$ cat config.mk
export PLATFORM = sky130hd
export DESIGN_NAME = carry_pipe_add
export DESIGN_NICKNAME = d
export VERILOG_FILES = /design/src/rtl/carry_seg.sv /design/src/rtl/carry_pipe_add.sv
export SDC_FILE = /design/constraint.sdc
export NUM_CORES = 1
export LEC_CHECK = 0
export BUFFER_PORTS_ARGS = -buffer_cell sky130_fd_sc_hd__buf_2
export CORE_MARGIN = 10
export CORE_UTILIZATION = 54
export DETAILED_ROUTE_END_ITERATION = 12
export PLACE_DENSITY = 0.9
export REMOVE_ABC_BUFFERS = 1
export SYNTH_ARGS = -nofsm -noshare
export SYNTH_HDL_FRONTEND = slang
export SYNTH_SLANG_ARGS = --single-unit
$ cat constraint.sdc
create_clock -name C -period 3.5 [get_ports C]
set_input_delay 0.35 -clock C [delete_from_list [all_inputs] [get_ports C]]
set_output_delay 0.35 -clock C [all_outputs]
set_load 0.05 [all_outputs]
$ cat src/rtl/carry_seg.sv
// carry_seg: purely combinational ripple segment built from per-bit carry
// multiplexers. Each bit passes the incoming carry when its select is 1 and
// injects its data bit otherwise; the sum is select XOR incoming carry.
module carry_seg #(
  parameter int N = 8
) (
  input  logic [N-1:0] S,
  input  logic [N-1:0] DI,
  input  logic         CIN,
  output logic [N-1:0] SUM,
  output logic         COUT,
  output logic         CMSB
);

  // w_c[i] is the carry into bit i; w_c[N] leaves the segment.
  logic [N:0] w_c;

  assign w_c[0] = CIN;

  for (genvar i = 0; i < N; i++) begin : g_bit
    assign w_c[i+1] = S[i] ? w_c[i] : DI[i];
    assign SUM[i]   = S[i] ^ w_c[i];
  end

  assign COUT = w_c[N];
  // Carry into the top bit of the segment; used to form signed overflow.
  assign CMSB = w_c[N-1];

endmodule

$ cat src/rtl/carry_pipe_add.sv
// carry_pipe_add: two-stage pipelined add/subtract unit. The carry chain is
// cut after LO_BITS bits; the low sum bits and the mid-chain carry of an
// operation are registered together, and the high segment completes in the
// second stage from registered high operands.
//
// Flow control: VI qualifies the operation entering stage 1 and VO qualifies
// O/CO/OVF. There is no ready/back-pressure; CE advances every pipeline
// register together, R clears them all and wins over CE.
module carry_pipe_add #(
  parameter int WIDTH   = 16,
  parameter int LO_BITS = 8
) (
  input  logic             C,
  input  logic             R,
  input  logic             CE,
  input  logic             VI,
  input  logic [WIDTH-1:0] A,
  input  logic [WIDTH-1:0] B,
  input  logic             CI,
  input  logic             SUB,
  output logic [WIDTH-1:0] O,
  output logic             CO,
  output logic             OVF,
  output logic             VO
);

  localparam int HI_BITS = WIDTH - LO_BITS;

  // Operand conditioning: subtraction is A + ~B + 1, so the carry-in is
  // inverted under SUB (CI=1 then yields A - B - 1).
  logic [WIDTH-1:0] w_be;
  logic             w_ce;
  logic [WIDTH-1:0] w_s;

  assign w_be = SUB ? ~B : B;
  assign w_ce = CI ^ SUB;
  assign w_s  = A ^ w_be;

  // Low segment (stage 1, combinational part).
  logic [LO_BITS-1:0] w_sum_lo;
  logic               w_cmid;
  logic               w_unused_cmsb_lo;

  carry_seg #(.N(LO_BITS)) u_seg_lo (
    .S    (w_s[LO_BITS-1:0]),
    .DI   (A[LO_BITS-1:0]),
    .CIN  (w_ce),
    .SUM  (w_sum_lo),
    .COUT (w_cmid),
    .CMSB (w_unused_cmsb_lo)
  );

  // Stage-1 registers.
  logic [LO_BITS-1:0] r_sum_lo;
  logic               r_cmid;
  logic [HI_BITS-1:0] r_a_hi;
  logic [HI_BITS-1:0] r_be_hi;
  logic               r_v1;

  // Stage 1: capture low sum, mid carry and high operands of the same op.
  always_ff @(posedge C) begin
    if (R) begin
      r_sum_lo <= '0;
      r_cmid   <= 1'b0;
      r_a_hi   <= '0;
      r_be_hi  <= '0;
      r_v1     <= 1'b0;
    end else if (CE) begin
      r_sum_lo <= w_sum_lo;
      r_cmid   <= w_cmid;
      r_a_hi   <= A[WIDTH-1:LO_BITS];
      r_be_hi  <= w_be[WIDTH-1:LO_BITS];
      r_v1     <= VI;
    end
  end

  // High segment (stage 2, combinational part) from registered operands.
  logic [HI_BITS-1:0] w_s_hi;
  logic [HI_BITS-1:0] w_sum_hi;
  logic               w_cout_hi;
  logic               w_cmsb_hi;

  assign w_s_hi = r_a_hi ^ r_be_hi;

  carry_seg #(.N(HI_BITS)) u_seg_hi (
    .S    (w_s_hi),
    .DI   (r_a_hi),
    .CIN  (r_cmid),
    .SUM  (w_sum_hi),
    .COUT (w_cout_hi),
    .CMSB (w_cmsb_hi)
  );

  // Stage-2 output registers.
  logic [WIDTH-1:0] r_o;
  logic             r_co;
  logic             r_ovf;
  logic             r_vo;

  // Stage 2: register full result, raw carry out, overflow and valid.
  always_ff @(posedge C) begin
    if (R) begin
      r_o   <= '0;
      r_co  <= 1'b0;
      r_ovf <= 1'b0;
      r_vo  <= 1'b0;
    end else if (CE) begin
      r_o   <= {w_sum_hi, r_sum_lo};
      r_co  <= w_cout_hi;
      r_ovf <= w_cout_hi ^ w_cmsb_hi;
      r_vo  <= r_v1;
    end
  end

  assign O   = r_o;
  assign CO  = r_co;
  assign OVF = r_ovf;
  assign VO  = r_vo;

endmodule
==> results.txt <==
status - completed
vias per cell - 5.51
Final Setup Violations - 0
CP max stage cell - fa_1
pin count of the biggest net entering global routing - 47
wire per inst - 14.2 um
register area - 901 um^2
Setup Fix Bufs, Post-CTS - 0
slowest stage delay, CP - 0.48 ns
vias in the first global route - 2101
Post-synth ARST share - 0%
Yosys top cell by area - dfxtp_1
switching pwr - 0.000399 W
I/O Buffers - 56
first-pass GRT wire length - 9190 um
Die H - 88.9 um
Worst EP arrival - 2.93 ns
Commonest cells post-synth - nor2_1, dfxtp_1, mux2i_1, xnor2_1, a211oi_1
worst slew pin tran - 0.646 ns
initial antenna violation count - 0
Int Pwr - 0.000970 W
share of cells above drive strength 1 - 21.6%
Synthesis Warnings - 0
synthesized cell area - 2570 um^2
max-cap viol count - 0
CTS Sinks - 45
Initial Util - 55.1%
NumNets Final - 381
switching share of total power - 29.1%
clock share of power - 33.2%
Cells after Synth - 295
critical path type - reg -> reg
CTS Buf Count - 5
HPWL Detailed - 4230 um
Leakage - 1.34 nW
IO Pins - 57
row cnt - 25
synth unique cells - 46
clock skew - 0.0130 ns
PostCTS Resize Cnt - 0
Cell Pwr Density - 458 nW/um^2
CP required - 3.71 ns
critical path launch point type - register
Final Non-Filler Cells - 396
Final Hold Slack - 0.274 ns
CTS Buffer Depth - 2
vias after detailed routing - 2181
design area - 2990 um^2
Fin. Hold Viols - 0
Cells after DPL - 388
period utilisation layout - 77.6%
post-synth top area share - 35.1%
Die X-Extent - 88.9 um
Most used DFF post-synth - dfxtp_1
Critical Path Fanout Max - 4
total track usage - 14.4%
Placed Area - 2860 um^2
Multi-input gate area - 1550 um^2
Post-Route WL - 5610 um
CTS H-tree depth - 2
Antenna Cells - 0
logic gate share of total power - 24.2%
fin crit period - 2.72 ns
CTS tree - done
min-delay worst type - in -> reg
most common cell in the netlist - nor2_1
peak supply drop - 0.221 mV
RSZ-0062 raised after global routing - false
Reg clk slew, reported paths - 0.09 ns
#FFs+latches synth - 45
syn_area_per_cell - 8.70 um^2
# hold bufs at CTS - 0
root buf cell - clkbuf_8
Clock Latency Late Sink - 0.30 ns
setup total negative slack - 0 ns
sequential share of power - 42.6%
Antenna Nets Post-Route - 0
core area - 4660 um^2
sequential-to-total area share from yosys stat - 35.1%
most frequent CP cell - maj3_2
final estimated routing congestion in global placement - 0.792
largest cells by area after synthesis - dfxtp_1, mux2i_1, xnor2_1
FILL cells - 381
1st-pass router iterations - 4
DRC violations left - 0
cell breakdown of the critical path - maj3_2, maj3_2, maj3_2, a2bb2oi_1, a211oi_1, fa_1, a211oi_1
initial DRC count - 107
Max Freq - 0.368 GHz
worst rel slew slack - 56.9%
Worst setup EP type - register
Post-synth EDFFs - 0
Final Max Tran Viols - 0
Syn-to-layout area delta - 16.6%
full die area - 7910 um^2
grt total ovfl - 0
final timing paths:
kind           from  cells after the start   endpoint  slack, ns
max          r_cmid                      7      O[15]       0.78
min           A[15]                      3  r_a_hi[7]       0.27
max reg2reg  r_cmid                      7      O[15]       0.78
min reg2reg   O[15]                      2      O[15]       0.49
cells in the final DEF (no fill, tap or decap), types with 4 or more instances in the layout:
| cell type | count |
|---|---|
| buf_2 | 56 |
| nor2_1 | 53 |
| dfxtp_1 | 45 |
| xnor2_1 | 29 |
| mux2i_1 | 29 |
| a211oi_1 | 12 |
| inv_1 | 11 |
| xor2_1 | 10 |
| a21oi_1 | 7 |
| nand2_1 | 6 |
| nand2b_1 | 6 |
| o21ai_0 | 6 |
| clkbuf_8 | 5 |
| maj3_2 | 4 |
| o211ai_1 | 4 |
| nand3_1 | 4 |
final cells by class:
class	count	area share, %
Multi-Input combinational cell	219	51.7
Clock buffer	5	2.30
Inverter	11	1.38
Sequential cell	45	30.1
Clock inverter	3	2.17
Timing Repair Buffer	59	10.1
Tap cell	54	2.26
power groups by stage:
stage | Combinational [W] | Sequential [W] | Clock (W)
after floorplan | 0.000172 | 0.000644 | 0
after global placement | 0.000320 | 0.000592 | 0
after detailed placement | 0.000330 | 0.000595 | 0
after CTS | 0.000334 | 0.000584 | 0.000462
after global routing | 0.000364 | 0.000589 | 0.000484
final | 0.000331 | 0.000584 | 0.000455
critical path, delay by kind of cell (launching register included):
family | cells | cell delay [ns]
fa+ha+maj | 4 | 1.50
flops | 1 | 0.34
compound gates | 3 | 0.77
kinds of logic after synthesis:
| kind of cell | share of synthesized area [%] |
|---|---|
| simple gates | 14.4 |
| compound gates | 17.0 |
| flops | 35.1 |
| xor+xnor | 13.3 |
| buf+inv | 4.63 |
| mux | 11.3 |
| fa+ha+maj | 4.19 |
through the flow:
step,utilization [%],power [W],setup WS [ns]
final,64.2,0.00137,0.784
after global routing,64.2,0.00144,0.569
after CTS,64.2,0.00138,0.783
after detailed placement,61.3,0.000925,0.808
after global placement,61.3,0.000912,0.872
after floorplan,-,0.000817,0.944
flip-flops by register name, summed over array words and instances (netlist names):
signal    flops
O            16
r_sum_lo      8
r_be_hi       8
CO            1
r_v1          1
r_a_hi        8
r_cmid        1
VO            1
OVF           1
per-layer routing:
| metal | global-route usage [%] | routed length (um) |
|---|---|---|
| met5 | 0 | 0 |
| met3 | 3.83 | 361 |
| met1 | 16.0 | 2310 |
| met4 | 5.78 | 100 |
| met2 | 25.5 | 2840 |
(Power assumes the default switching activity.)
